$ cat src/rtl/shift_seq_pkg.sv
`default_nettype none
// ============================================================================
//  Module      : shift_seq_pkg
//  Description : Shared types and constants for the shift-register command
//                sequencer: FSM state type and shift-register op codes.
//  Revision    : 1.0  initial release
// ============================================================================
package shift_seq_pkg;

    // Sequencer FSM states
    typedef enum logic [1:0] {
        IDLE = 2'd0,
        RUN  = 2'd1,
        DONE = 2'd2
    } seq_state_t;

    // Op codes understood by the downstream 8-bit shift register
    localparam logic [2:0] OP_CLR  = 3'd0;  // clear
    localparam logic [2:0] OP_LOAD = 3'd1;  // parallel load from x
    localparam logic [2:0] OP_LSR  = 3'd2;  // logical shift right
    localparam logic [2:0] OP_LSL  = 3'd3;  // logical shift left
    localparam logic [2:0] OP_ASR  = 3'd4;  // arithmetic shift right
    localparam logic [2:0] OP_SIR  = 3'd5;  // serial-in (y) shift right
    localparam logic [2:0] OP_ROR  = 3'd6;  // rotate right
    localparam logic [2:0] OP_ROL  = 3'd7;  // rotate left

    // The register has no native hold, so holding means reloading its own
    // output through x.
    localparam logic [2:0] OP_HOLD = OP_LOAD;

    // Clear and load are single-shot: the step count does not apply to them.
    function automatic logic op_is_single(input logic [2:0] op_code);
        return (op_code == OP_CLR) || (op_code == OP_LOAD);
    endfunction

endpackage
`default_nettype wire

$ cat src/rtl/shift_step_cnt.sv
`default_nettype none
// ============================================================================
//  Module      : shift_step_cnt
//  Description : Loadable down-counter of remaining shift steps with a flag
//                that marks the final step (value == 1).
//  Ports       : clk, rst        - clock, synchronous active-high reset
//                i_load          - load i_load_val (has priority over i_dec)
//                i_load_val      - value to load
//                i_dec           - decrement by one (saturates at zero)
//                o_last          - current value equals one
//  Revision    : 1.0  initial release
// ============================================================================
module shift_step_cnt #(
    parameter int CNT_W = 4
) (
    input  logic             clk,
    input  logic             rst,
    input  logic             i_load,
    input  logic [CNT_W-1:0] i_load_val,
    input  logic             i_dec,
    output logic             o_last
);

    logic [CNT_W-1:0] r_cnt;

    always_ff @(posedge clk) begin
        if (rst) begin
            r_cnt <= '0;
        end else if (i_load) begin
            r_cnt <= i_load_val;
        end else if (i_dec && (r_cnt != '0)) begin
            r_cnt <= r_cnt - CNT_W'(1);
        end
    end

    assign o_last = (r_cnt == CNT_W'(1));

endmodule
`default_nettype wire

$ cat src/rtl/shift_seq_ctrl.sv
`default_nettype none
// ============================================================================
//  Module      : shift_seq_ctrl
//  Description : Command sequencer in front of the 8-bit multi-mode shift
//                register. Accepts {op, load_val, count}, issues the op for
//                the requested number of cycles, pulses done, and holds the
//                register contents (reload of sr_out) between commands.
//  Config      : `SHIFT_SEQ_ABORT_EN adds the abort input, which ends a RUN
//                early (the abort edge still applies the op).
//  Ports       : clk, rst   - clock, synchronous active-high reset
//                start       - command strobe, honoured only in IDLE
//                op          - shift-register op code to issue
//                load_val    - value for the load op
//                count       - steps for ops 2..7 (0 = no shift)
//                serial_in   - bit stream for serial-in shift right
//                sr_out      - fed back from the shift register output
//                abort       - (optional) terminate RUN early
//                control/x/y - drive the shift register
//                busy        - command in progress (RUN or DONE)
//                done        - one-cycle completion pulse
//  Revision    : 1.0  initial release
// ============================================================================
module shift_seq_ctrl
    import shift_seq_pkg::*;
#(
    parameter int CNT_W = 4
) (
    input  logic             clk,
    input  logic             rst,
    input  logic             start,
    input  logic [2:0]       op,
    input  logic [7:0]       load_val,
    input  logic [CNT_W-1:0] count,
    input  logic             serial_in,
    input  logic [7:0]       sr_out,
`ifdef SHIFT_SEQ_ABORT_EN
    input  logic             abort,
`endif
    output logic [2:0]       control,
    output logic [7:0]       x,
    output logic             y,
    output logic             busy,
    output logic             done
);

    seq_state_t       r_state;
    seq_state_t       w_next_state;
    logic [2:0]       r_op;
    logic [7:0]       r_load;
    logic             r_done;

    logic             w_accept;
    logic             w_single;
    logic [CNT_W-1:0] w_cnt_load_val;
    logic             w_last;
    logic             w_abort;

`ifdef SHIFT_SEQ_ABORT_EN
    assign w_abort = abort;
`else
    assign w_abort = 1'b0;
`endif

    assign w_accept       = (r_state == IDLE) && start;
    assign w_single       = op_is_single(op);
    // Single-shot ops always run exactly one cycle regardless of count.
    assign w_cnt_load_val = w_single ? CNT_W'(1) : count;

    shift_step_cnt #(
        .CNT_W      (CNT_W)
    ) u_step_cnt (
        .clk        (clk),
        .rst        (rst),
        .i_load     (w_accept),
        .i_load_val (w_cnt_load_val),
        .i_dec      (r_state == RUN),
        .o_last     (w_last)
    );

    // ------------------------------------------------------------------
    // State register and command latches
    // ------------------------------------------------------------------
    always_ff @(posedge clk) begin
        if (rst) begin
            r_state <= IDLE;
            r_op    <= '0;
            r_load  <= '0;
            r_done  <= 1'b0;
        end else begin
            r_state <= w_next_state;
            // done is high exactly for the cycle spent in DONE
            r_done  <= (w_next_state == DONE);
            if (w_accept) begin
                r_op   <= op;
                r_load <= load_val;
            end
        end
    end

    // ------------------------------------------------------------------
    // Next state and shift-register drive
    // ------------------------------------------------------------------
    always_comb begin
        w_next_state = r_state;
        control      = OP_HOLD;
        x            = sr_out;
        y            = 1'b0;
        busy         = 1'b0;

        case (r_state)
            IDLE: begin
                if (start) begin
                    // A zero-step shift command completes without issuing
                    // anything to the register.
                    if (w_single || (count != '0)) begin
                        w_next_state = RUN;
                    end else begin
                        w_next_state = DONE;
                    end
                end
            end
            RUN: begin
                control = r_op;
                x       = (r_op == OP_LOAD) ? r_load : sr_out;
                // Passed straight through so the register samples the
                // serial bit present at the same edge.
                y       = (r_op == OP_SIR) ? serial_in : 1'b0;
                busy    = 1'b1;
                if (w_last || w_abort) begin
                    w_next_state = DONE;
                end
            end
            DONE: begin
                busy         = 1'b1;
                w_next_state = IDLE;
            end
            default: begin
                w_next_state = IDLE;
            end
        endcase

        // Reset drives a clear into the register on the same edges.
        if (rst) begin
            control = OP_CLR;
            x       = '0;
            y       = 1'b0;
            busy    = 1'b0;
        end
    end

    assign done = r_done && !rst;

endmodule
`default_nettype wire

$ cat config.mk
export PLATFORM = sky130hd
export DESIGN_NAME = shift_seq_ctrl
export DESIGN_NICKNAME = d
export VERILOG_FILES = /design/src/rtl/shift_seq_pkg.sv /design/src/rtl/shift_step_cnt.sv /design/src/rtl/shift_seq_ctrl.sv
export SDC_FILE = /design/constraint.sdc
export NUM_CORES = 1
export LEC_CHECK = 0
export ABC_AREA = 1
export CORE_ASPECT_RATIO = 1.5
export CORE_UTILIZATION = 43
export CTS_CLUSTER_DIAMETER = 50
export CTS_CLUSTER_SIZE = 25
export DETAILED_ROUTE_END_ITERATION = 10
export DONT_BUFFER_PORTS = 1
export SYNTH_ARGS = -nofsm -noshare
export SYNTH_HDL_FRONTEND = slang
export SYNTH_SLANG_ARGS = --single-unit
$ cat constraint.sdc
create_clock -name clk -period 2.1 [get_ports clk]
set_input_delay 0.63 -clock clk [delete_from_list [all_inputs] [get_ports clk]]
set_output_delay 0.63 -clock clk [all_outputs]
set_load 0.01 [all_outputs]
==> flow_summary.yaml <==
timing:
  whs_ns: 0.3945
  clock.fmax_mhz: 494.0
  rsz0062_at_grt: "true"
  drv_slew: 0
  hold_viol_final: 0
  min_period_ns: 2.024
  final-setup-viol-count: 0
  slew_headroom_pct: 79.44
  tightest_slew_ns: 0.3077
  clock_skew_ns: 0.004654
  min_period_over_period_pct: 96.39
clocking:
  cts_tree: "done"
  cts-root-buf: "clkbuf_4"
  clock-sinks: 18
  clkSlewWorstSetupHoldPaths_ns: 0.10
  cts-buffers-inserted: 3
  cts-htree-levels: 1
  cts_hold_buf: 0
  clk_latency_ns: 0.28
  clockBufferDepth: 2
synth:
  syn-cell-area_mm2: 0.001033
  syn_inst: 161
  yosys.area_share.simple_pct: 34.87
  ys_seq_area_share_pct: 34.87
  avgSynthCellArea_um2: 6.419
  synth.distinct_cells: 26
  synth_compound_area_share_pct: 17.31
  synthMuxAreaShare_pct: 0
  yosys.area_share.xor_xnor_pct: 0
  netlist_top_cells_count: "nor2_1, o21ai_0, nand2_1"
  yosysTopAreaCell: "dfxtp_1"
  synth_most_common_cell: "nor2_1"
  netlist.area_leader.share_pct: 34.87
  synth-seq-cells: 18
  synth_top_family_by_area: "simple AND/OR/NAND/NOR gates"
  synth_area_leaders: "dfxtp_1, nor2_1, o21ai_0, nand2_1, ha_1"
  syn-num-nets: 192
  async_reset_ff_share_pct: 0
  synth-adder-area-share_pct: 4.843
  ys.flop_type: "dfxtp_1"
  ys_warn_count: 0
  synth_enable_flop_cells: 0
cells_and_area:
  drive_above_1_share_pct: 17.07
  syn_to_final_growth_pct: 9.443
  final_net_count: 197
  n_antenna_cell: 0
global_routing:
  gr-total-overflow: 0
  track_usage_pct: 19.25
  antenna_found_initial: 0
  grt_pass1_wl_um: 3808
  grt_max_degree: 20
  grt_pass1_vias: 862
power_and_ir_drop:
  peakVddDrop_mv: 0.2880
  power_w: 0.0008361
  p_leak_nw: 0.5098
  power_per_cell_area_mw_per_mm2: 739.2
critical_path:
  start_kind: "register"
  critPathMaxStageDelay_ns: 0.34
  path_cells: "inv_2, ha_4, nand2_4, nor2_4, o21ai_0, nor2_1"
  critical-path-slowest-cell: "dfxtp_2"
  path_delay_family: "simple AND/OR/NAND/NOR gates"
  cp.arrival_ns: 1.39
  critPathCaptureType: "output pin"
  r2r_cells: 9
  cp_max_fo: 5
  rr_endpoint: "u_step_cnt.r_cnt[1]"
  worstPathRequired_ns: 1.47
  crit_buf_inv: 1
  regToRegSetupSlack_ns: 0.48
  timing.rr.start: "r_state[1]"
  worst-setup-path-type: "register to output pin"
hold_path:
  min_to: "r_state[1]"
  hp-class: "input pin to register"
  hold-path-cell-count: 1
  worstHoldStart: "rst"
flow_run:
  max-cap-violations: 0
drt:
  drt_pass1_iterations: 3
  ant_nets: 0
  drtIter0Drc: 14
  wl_per_cell_um: 12.72
  vias: 979
  routed_wl_um: 2379
  vias_per_cell: 5.235
  drcViolationCount: 0
floorplan:
  num_rows: 21
  core_mm2: 0.002260
  die_h_um: 62.04
  start_util_pct: 45.74
  fp.dieArea_mm2: 0.002608
  die_x_um: 42.03
  ios: 41
status:
  status: "finished, final reports clean"
place:
  place_congestion: 0.7435
  dpl.hpwl_um: 1800
  portBuffers: 0
logic make-up (layout without fill, tap and decap cells):
| kind of cell | count (synthesis) | in the layout |
|---|---|---|
| AOI/OAI and AO/OA | 33 | 33 |
| adders and majority gates | 4 | 4 |
| buffers and inverters | 21 | 23 |
| DFF | 18 | 18 |
| and+or+nand+nor | 85 | 86 |
how the worst max path moves through the flow:
stage	endpoint	slack, ns	from	cells after the start
finish	x[7]	0.08	r_state[1]	6
global route	x[1]	-0.005	r_state[1]	7
CTS	x[0]	-0.0007	r_state[1]	6
detailed placement	x[5]	0.32	r_state[0]	6
global placement	y	0.33	rst	4
floorplan	y	0.29	rst	4
placed cells by master, fill, tap and decap left out, types with 2 or more instances in the layout:
master,instances
a21oi_1,4
o21ai_0,20
buf_4,4
dfxtp_1,16
nand2_4,2
nor2_2,6
o21ai_1,4
inv_2,2
ha_1,3
dfxtp_2,2
nor2_1,48
inv_1,12
nand2_2,2
clkbuf_4,3
nand3_1,4
nand2_1,19
a21oi_2,2
power by group:
part / leakage (nW) / internal (W) / switching, W
Sequential: 0.150 / 0.000384 / 0.0000318
Combinational: 0.346 / 0.0000988 / 0.000158
Clock: 0.0138 / 0.0000665 / 0.0000968
final cells by class:
cell class              count  area (µm²)
repair buffers              4       30.03
well taps                  23       28.78
fillers                   254        1129
clock buffers               3       22.52
flip-flops and latches     18       362.8
inverters                  16       63.81
multi-input cells         123       623.1
registers in the layout, indices dropped and copies added (netlist names):
signal / count
r_done: 1
r_load: 8
r_op: 3
r_state: 2
u_step_cnt.r_cnt: 4
timing repair:
item                                    CTS  global route
cloned                                    1             0
pin swaps                                 0             5
gates resized for setup                   3            11
setup buffers                             0             1
endpoints found under the setup margin    6             8
through the flow:
stage,TNS [ns],setup slack (ns),cell area [µm²],utilization [%],std cells
2_1_floorplan,0,0.2859,1033,-,161
6_report,0,0.07580,1131,50.06,187
5_1_grt,-0.009649,-0.004902,1131,50.06,187
3_3_place_gp,0,0.3342,1062,47.01,182
3_5_place_dp,0,0.3186,1062,47.01,182
4_1_cts,-0.0006706,-0.0006706,1097,48.56,186
metal layers:
metal  vias to the layer above  GRT usage, %  wire length, µm
met5                         -             0                0
met4                         0         6.696               17
met3                         2         3.757              111
met2                        25         37.95             1290
met1                       436         20.60              960
li1                        516             -                -
No activity file was read; power rests on OpenSTA's default activity.
